**src/rtl/edge_event_pkg.sv**
```systemverilog
// Shared types for the dual-edge event arbiter: output FSM state and the presented event record.
package edge_event_pkg;

  localparam int unsigned MaxChW = 4;

  typedef enum logic [1:0] {
    StIdle    = 2'b01,
    StPresent = 2'b10
  } arb_state_t;

  typedef struct packed {
    logic [MaxChW-1:0] ch;
    logic              rise;
  } edge_event_t;

endpackage

```
**src/rtl/dual_edge_channel.sv**
```systemverilog
// One input channel: edge detect, single-entry pending event and sticky overflow flag.
module dual_edge_channel (
  input  logic clk_i,
  input  logic rst_ni,
  input  logic in_i,
  input  logic grant_i,
  input  logic clear_overflow_i,
  output logic pend_o,
  output logic pend_rise_o,
  output logic overflow_o
);

  logic prev_q, prev_d;
  logic pend_q, pend_d;
  logic pend_rise_q, pend_rise_d;
  logic overflow_q, overflow_d;
  logic edge_det;

  always_comb begin
    edge_det    = in_i != prev_q;
    prev_d      = in_i;
    pend_d      = pend_q && !grant_i;
    pend_rise_d = pend_rise_q;
    overflow_d  = overflow_q && !clear_overflow_i;
    if (edge_det) begin
      // A grant this cycle frees the slot, so the new edge can take it.
      if (!pend_q || grant_i) begin
        pend_d      = 1'b1;
        pend_rise_d = in_i;
      end else begin
        overflow_d  = 1'b1;
      end
    end
  end

  always_ff @(posedge clk_i or negedge rst_ni) begin
    if (!rst_ni) begin
      prev_q      <= 1'b0;
      pend_q      <= 1'b0;
      pend_rise_q <= 1'b0;
      overflow_q  <= 1'b0;
    end else begin
      prev_q      <= prev_d;
      pend_q      <= pend_d;
      pend_rise_q <= pend_rise_d;
      overflow_q  <= overflow_d;
    end
  end

  assign pend_o      = pend_q;
  assign pend_rise_o = pend_rise_q;
  assign overflow_o  = overflow_q;

endmodule

```
**src/rtl/edge_event_arbiter.sv**
```systemverilog
// Multi-channel dual-edge event scheduler: per-channel pending edges granted round-robin
// onto a single registered valid/ready event port.
module edge_event_arbiter
  import edge_event_pkg::*;
#(
  parameter  int unsigned NUM_CH = 4,
  localparam int unsigned CH_W   = $clog2(NUM_CH)
) (
  input  logic              clk,
  input  logic              reset_n,
  input  logic [NUM_CH-1:0] in,
  output logic              ev_valid,
  input  logic              ev_ready,
  output logic [CH_W-1:0]   ev_ch,
  output logic              ev_rise,
  output logic [NUM_CH-1:0] overflow,
  input  logic              clear_overflow
);

  logic [NUM_CH-1:0] pend;
  logic [NUM_CH-1:0] pend_rise;
  logic [NUM_CH-1:0] grant;

  arb_state_t  state_q, state_d;
  edge_event_t ev_q, ev_d;
  logic [CH_W-1:0] rr_q, rr_d;
  logic [CH_W-1:0] sel;
  logic            found;
  logic            do_grant;

  for (genvar c = 0; c < NUM_CH; c++) begin : g_ch
    assign grant[c] = do_grant && (sel == CH_W'(c));

    dual_edge_channel u_ch (
      .clk_i            (clk),
      .rst_ni           (reset_n),
      .in_i             (in[c]),
      .grant_i          (grant[c]),
      .clear_overflow_i (clear_overflow),
      .pend_o           (pend[c]),
      .pend_rise_o      (pend_rise[c]),
      .overflow_o       (overflow[c])
    );
  end

  // First pending channel at or after rr, wrapping at NUM_CH-1.
  always_comb begin
    found = 1'b0;
    sel   = '0;
    for (int unsigned i = 0; i < NUM_CH; i++) begin
      int unsigned idx;
      idx = 32'(rr_q) + i;
      if (idx >= NUM_CH) idx = idx - NUM_CH;
      if (!found && pend[CH_W'(idx)]) begin
        found = 1'b1;
        sel   = CH_W'(idx);
      end
    end
  end

  always_comb begin
    state_d  = state_q;
    ev_d     = ev_q;
    rr_d     = rr_q;
    do_grant = 1'b0;
    unique case (state_q)
      StIdle: begin
        if (found) begin
          do_grant = 1'b1;
          state_d  = StPresent;
        end
      end
      StPresent: begin
        if (ev_ready) begin
          if (found) do_grant = 1'b1;
          else       state_d  = StIdle;
        end
      end
      default: state_d = StIdle;
    endcase
    if (do_grant) begin
      ev_d.ch   = MaxChW'(sel);
      ev_d.rise = pend_rise[sel];
      rr_d      = (sel == CH_W'(NUM_CH - 1)) ? '0 : sel + CH_W'(1);
    end
  end

  always_ff @(posedge clk or negedge reset_n) begin
    if (!reset_n) begin
      state_q <= StIdle;
      ev_q    <= '0;
      rr_q    <= '0;
    end else begin
      state_q <= state_d;
      ev_q    <= ev_d;
      rr_q    <= rr_d;
    end
  end

  logic unused_ch;
  assign unused_ch = ^ev_q.ch;

  assign ev_valid = (state_q == StPresent);
  assign ev_ch    = ev_q.ch[CH_W-1:0];
  assign ev_rise  = ev_q.rise;

endmodule

```
**config.mk**
```make
export PLATFORM = sky130hd
export DESIGN_NAME = edge_event_arbiter
export DESIGN_NICKNAME = d
export VERILOG_FILES = /design/src/rtl/edge_event_pkg.sv /design/src/rtl/dual_edge_channel.sv /design/src/rtl/edge_event_arbiter.sv
export SDC_FILE = /design/constraint.sdc
export NUM_CORES = 1
export LEC_CHECK = 0
export BUFFER_PORTS_ARGS = -buffer_cell sky130_fd_sc_hd__buf_2
export CAP_MARGIN = 20
export CORE_MARGIN = 3
export CORE_UTILIZATION = 45
export CTS_CLUSTER_SIZE = 25
export DETAILED_ROUTE_END_ITERATION = 8
export SLEW_MARGIN = 40
export SYNTH_ARGS = -nofsm -noshare
export SYNTH_HDL_FRONTEND = slang
export SYNTH_SLANG_ARGS = --single-unit
```
**constraint.sdc**
```tcl
create_clock -name clk -period 2.2 [get_ports clk]
set_input_delay 0.11 -clock clk [delete_from_list [all_inputs] [get_ports clk]]
set_output_delay 0.11 -clock clk [all_outputs]
set_load 0.05 [all_outputs]
```
==> results.tsv <==
metric	value	unit
status	complete, no violations	
Yosys cell types	35	
Most used DFF post-synth	dfrtp_1	
global-route wire length before repair	3.64	mm
vias in the first global route	813	
xor and xnor fraction of the mapped netlist area	0.0292	
via/cell ratio	5.18	
most frequent cell after synthesis	dfrtp_1	
layout cells sized above 1	0.167	
largest family of logic cells by synthesized area	compound AO/OA/AOI/OAI gates	
Leakage	0.680	nW
die height	57.7	um
DRC Markers	0	
Placed Area	1270	um2
Post-CTS Setup Bufs	0	
total clock buffers created by CTS	3	
initial antenna violation count	0	
Yosys top cell by area	dfrtp_1	
Final HPWL DP	1.57	mm
crit path max fanout	8	
CORE AREA	2500	um2
final clock period utilization by the worst path	0.932	
cell count after synthesis	120	
CTS root buf	clkbuf_4	
Post-synth EDFFs	0	
mux share of post-synthesis cell area	0.00833	
grt total ovfl	0	
Avg Inst Size Synth	10.0	um2
multi-input logic area	522	um2
CTS tree	yes	
maxcap violations	0	
die width	57.7	um
Reg clk slew, reported paths	0.13	ns
ys async rst share	1.00	
Synth Area in Adders	0.0625	
Worst path slowest cell	dfstp_2	
H-tree levels	1	
Net Switching	0.910	mW
Power Total	1.90	mW
Arr. time, crit path	2.27	ns
synth warn	0	
switching share of power	0.479	
CP Launch Type	register	
fin util	0.538	
CP Capture Type	register	
Slew HR	0.666	
Simple-Gate Fraction of Synth Area	0.137	
critical path class	reg2reg	
RSZ-0062 raised after global routing	yes	
Worst-Margin Slew	0.501	ns
final-report hold violation count	0	
worst clock skew	0.00447	ns
sequential cell area	577	um2
Hold Path Class	in2reg	
Final Slew Violations	0	
die area	3330	um2
cells along the critical path	inv_1, ha_1, or3_1, nor4_2, o21ai_0, o311ai_1	
via count	871	
share of the synthesized area in the top cell type	0.458	
Synth Register Bits	23	
Routed WL	2.04	mm
RePlAce Congestion	0.907	
Final nets	153	
routed len/inst	12.2	um
sequential share of the synthesized area	0.480	
clk_lat worst skew	0.31	ns
fmax	488	MHz
fin area	1340	um2
sequential share of power	0.369	
ant diodes	0	
clock tree buffer depth	2	
Layout area overhead	11.9	%
Crit path max-delay family	simple AND/OR/NAND/NOR gates	
Hold WS	0.0537	ns
port bufs	15	
pin count of the biggest net entering global routing	24	
peak supply drop	0.914	mV
PD cells	1410	nW/um2
endpoints failing setup	0	
required time of the critical path	2.42	ns
antenna-violating nets left	0	
Crit path buffers/inverters	1	
top cells by count, synth	dfrtp_1 (22), inv_1 (15), nand2_1 (11)	
DR iter-0 viols	31	
initial core utilization	0.480	
clock share of power	0.104	
Total GRT Usage	0.142	
IO Count	16	
Post-Syn Area	1200	um2
Post-Syn Nets	134	
post-CTS resize count	0	
compound-cell area share of the yosys netlist	0.197	
fill cell count	243	
top post-synthesis cells by area	dfrtp_1 (46%), ha_1 (6.3%), inv_1 (4.7%)	
Comb pwr share	0.527	
Internal	0.991	mW
router iterations before antenna repair	4	
row count	18	
post-layout minimum cycle time	2.05	ns
CTS sink count	23	
CP max stage delay	0.55	ns
## registers in the layout, indices dropped and copies added, names as in the netlist
name and flops:
g_ch.u_ch.overflow_o 4, g_ch.u_ch.pend_o 4, rr_q 2, ev_rise 1, ev_ch 2, state_q 2, g_ch.u_ch.pend_rise_o 4, g_ch.u_ch.prev_q 4
## metal layers
metal / GRT usage / share of wire / vias to the layer above
met5: 0 / 0 / -
met4: 0.0695 / 0.017 / 0
met3: 0.0200 / 0.049 / 2
met2: 0.215 / 0.46 / 22
met1: 0.201 / 0.48 / 399
li1: - / - / 448
## power by group through the flow
stage               clock network (mW)  logic, mW  registers (mW)
global placement                     0      0.994           0.707
finish                           0.198       1.00           0.702
floorplan                            0      0.811           0.739
CTS                              0.210       1.01           0.703
global route                     0.224       1.13           0.729
detailed placement                   0       1.01           0.713
## metrics by stage
step,setup slack [ns],TNS [ns],cells
6_report,0.150,0,168
2_1_floorplan,0.197,0,120
3_3_place_gp,0.188,0,159
4_1_cts,0.138,0,168
5_1_grt,-0.0268,-0.0268,168
3_5_place_dp,0.171,0,159
## layout make-up
| class | count | area share |
|---|---|---|
| multi-input cells | 76 | 0.388 |
| repair buffers | 20 | 0.0931 |
| well taps | 30 | 0.0279 |
| flip-flops and latches | 23 | 0.429 |
| clock buffers | 4 | 0.0196 |
| inverters | 15 | 0.0419 |
## cells in the final DEF (no fill, tap or decap), types with 3 or more instances in the layout
cell / count
xnor2_1: 4
dfrtp_1: 22
a21o_1: 4
clkbuf_4: 3
o22ai_1: 5
o21ai_0: 6
inv_1: 15
nand2b_1: 3
ha_1: 6
dlygate4sd3_1: 5
nor2_1: 5
nand2_1: 11
a21oi_1: 9
buf_2: 15
## worst paths after layout
path / start / slack, ns / depth (start not counted) / endpoint
setup / recovery: state_q[0] / 0.15 / 6 / ev_rise
hold / removal: clear_overflow / 0.05 / 2 / g_ch[0].u_ch.overflow_o
setup reg to reg: state_q[0] / 0.15 / 6 / ev_rise
hold reg to reg: ev_ch[0] / 0.47 / 2 / ev_ch[0]
max in group asynchronous: reset_n / 1.57 / 2 / state_q[0]
min in group asynchronous: reset_n / 0.28 / 2 / rr_q[0]
## cell families (layout without fill, tap and decap cells)
logic type / after synthesis / count (layout)
buf+inv: 21 / 39
flops: 23 / 23
simple gates: 29 / 29
xor+xnor: 4 / 4
mux: 1 / 1
fa+ha+maj: 6 / 6
compound gates: 36 / 36
## repair_timing
item | CTS | global route
hold buffers | 5 | 0
setup endpoints to repair | 0 | 1
hold endpoints to repair | 26 | 0
Power figures use the tool's default switching activity.
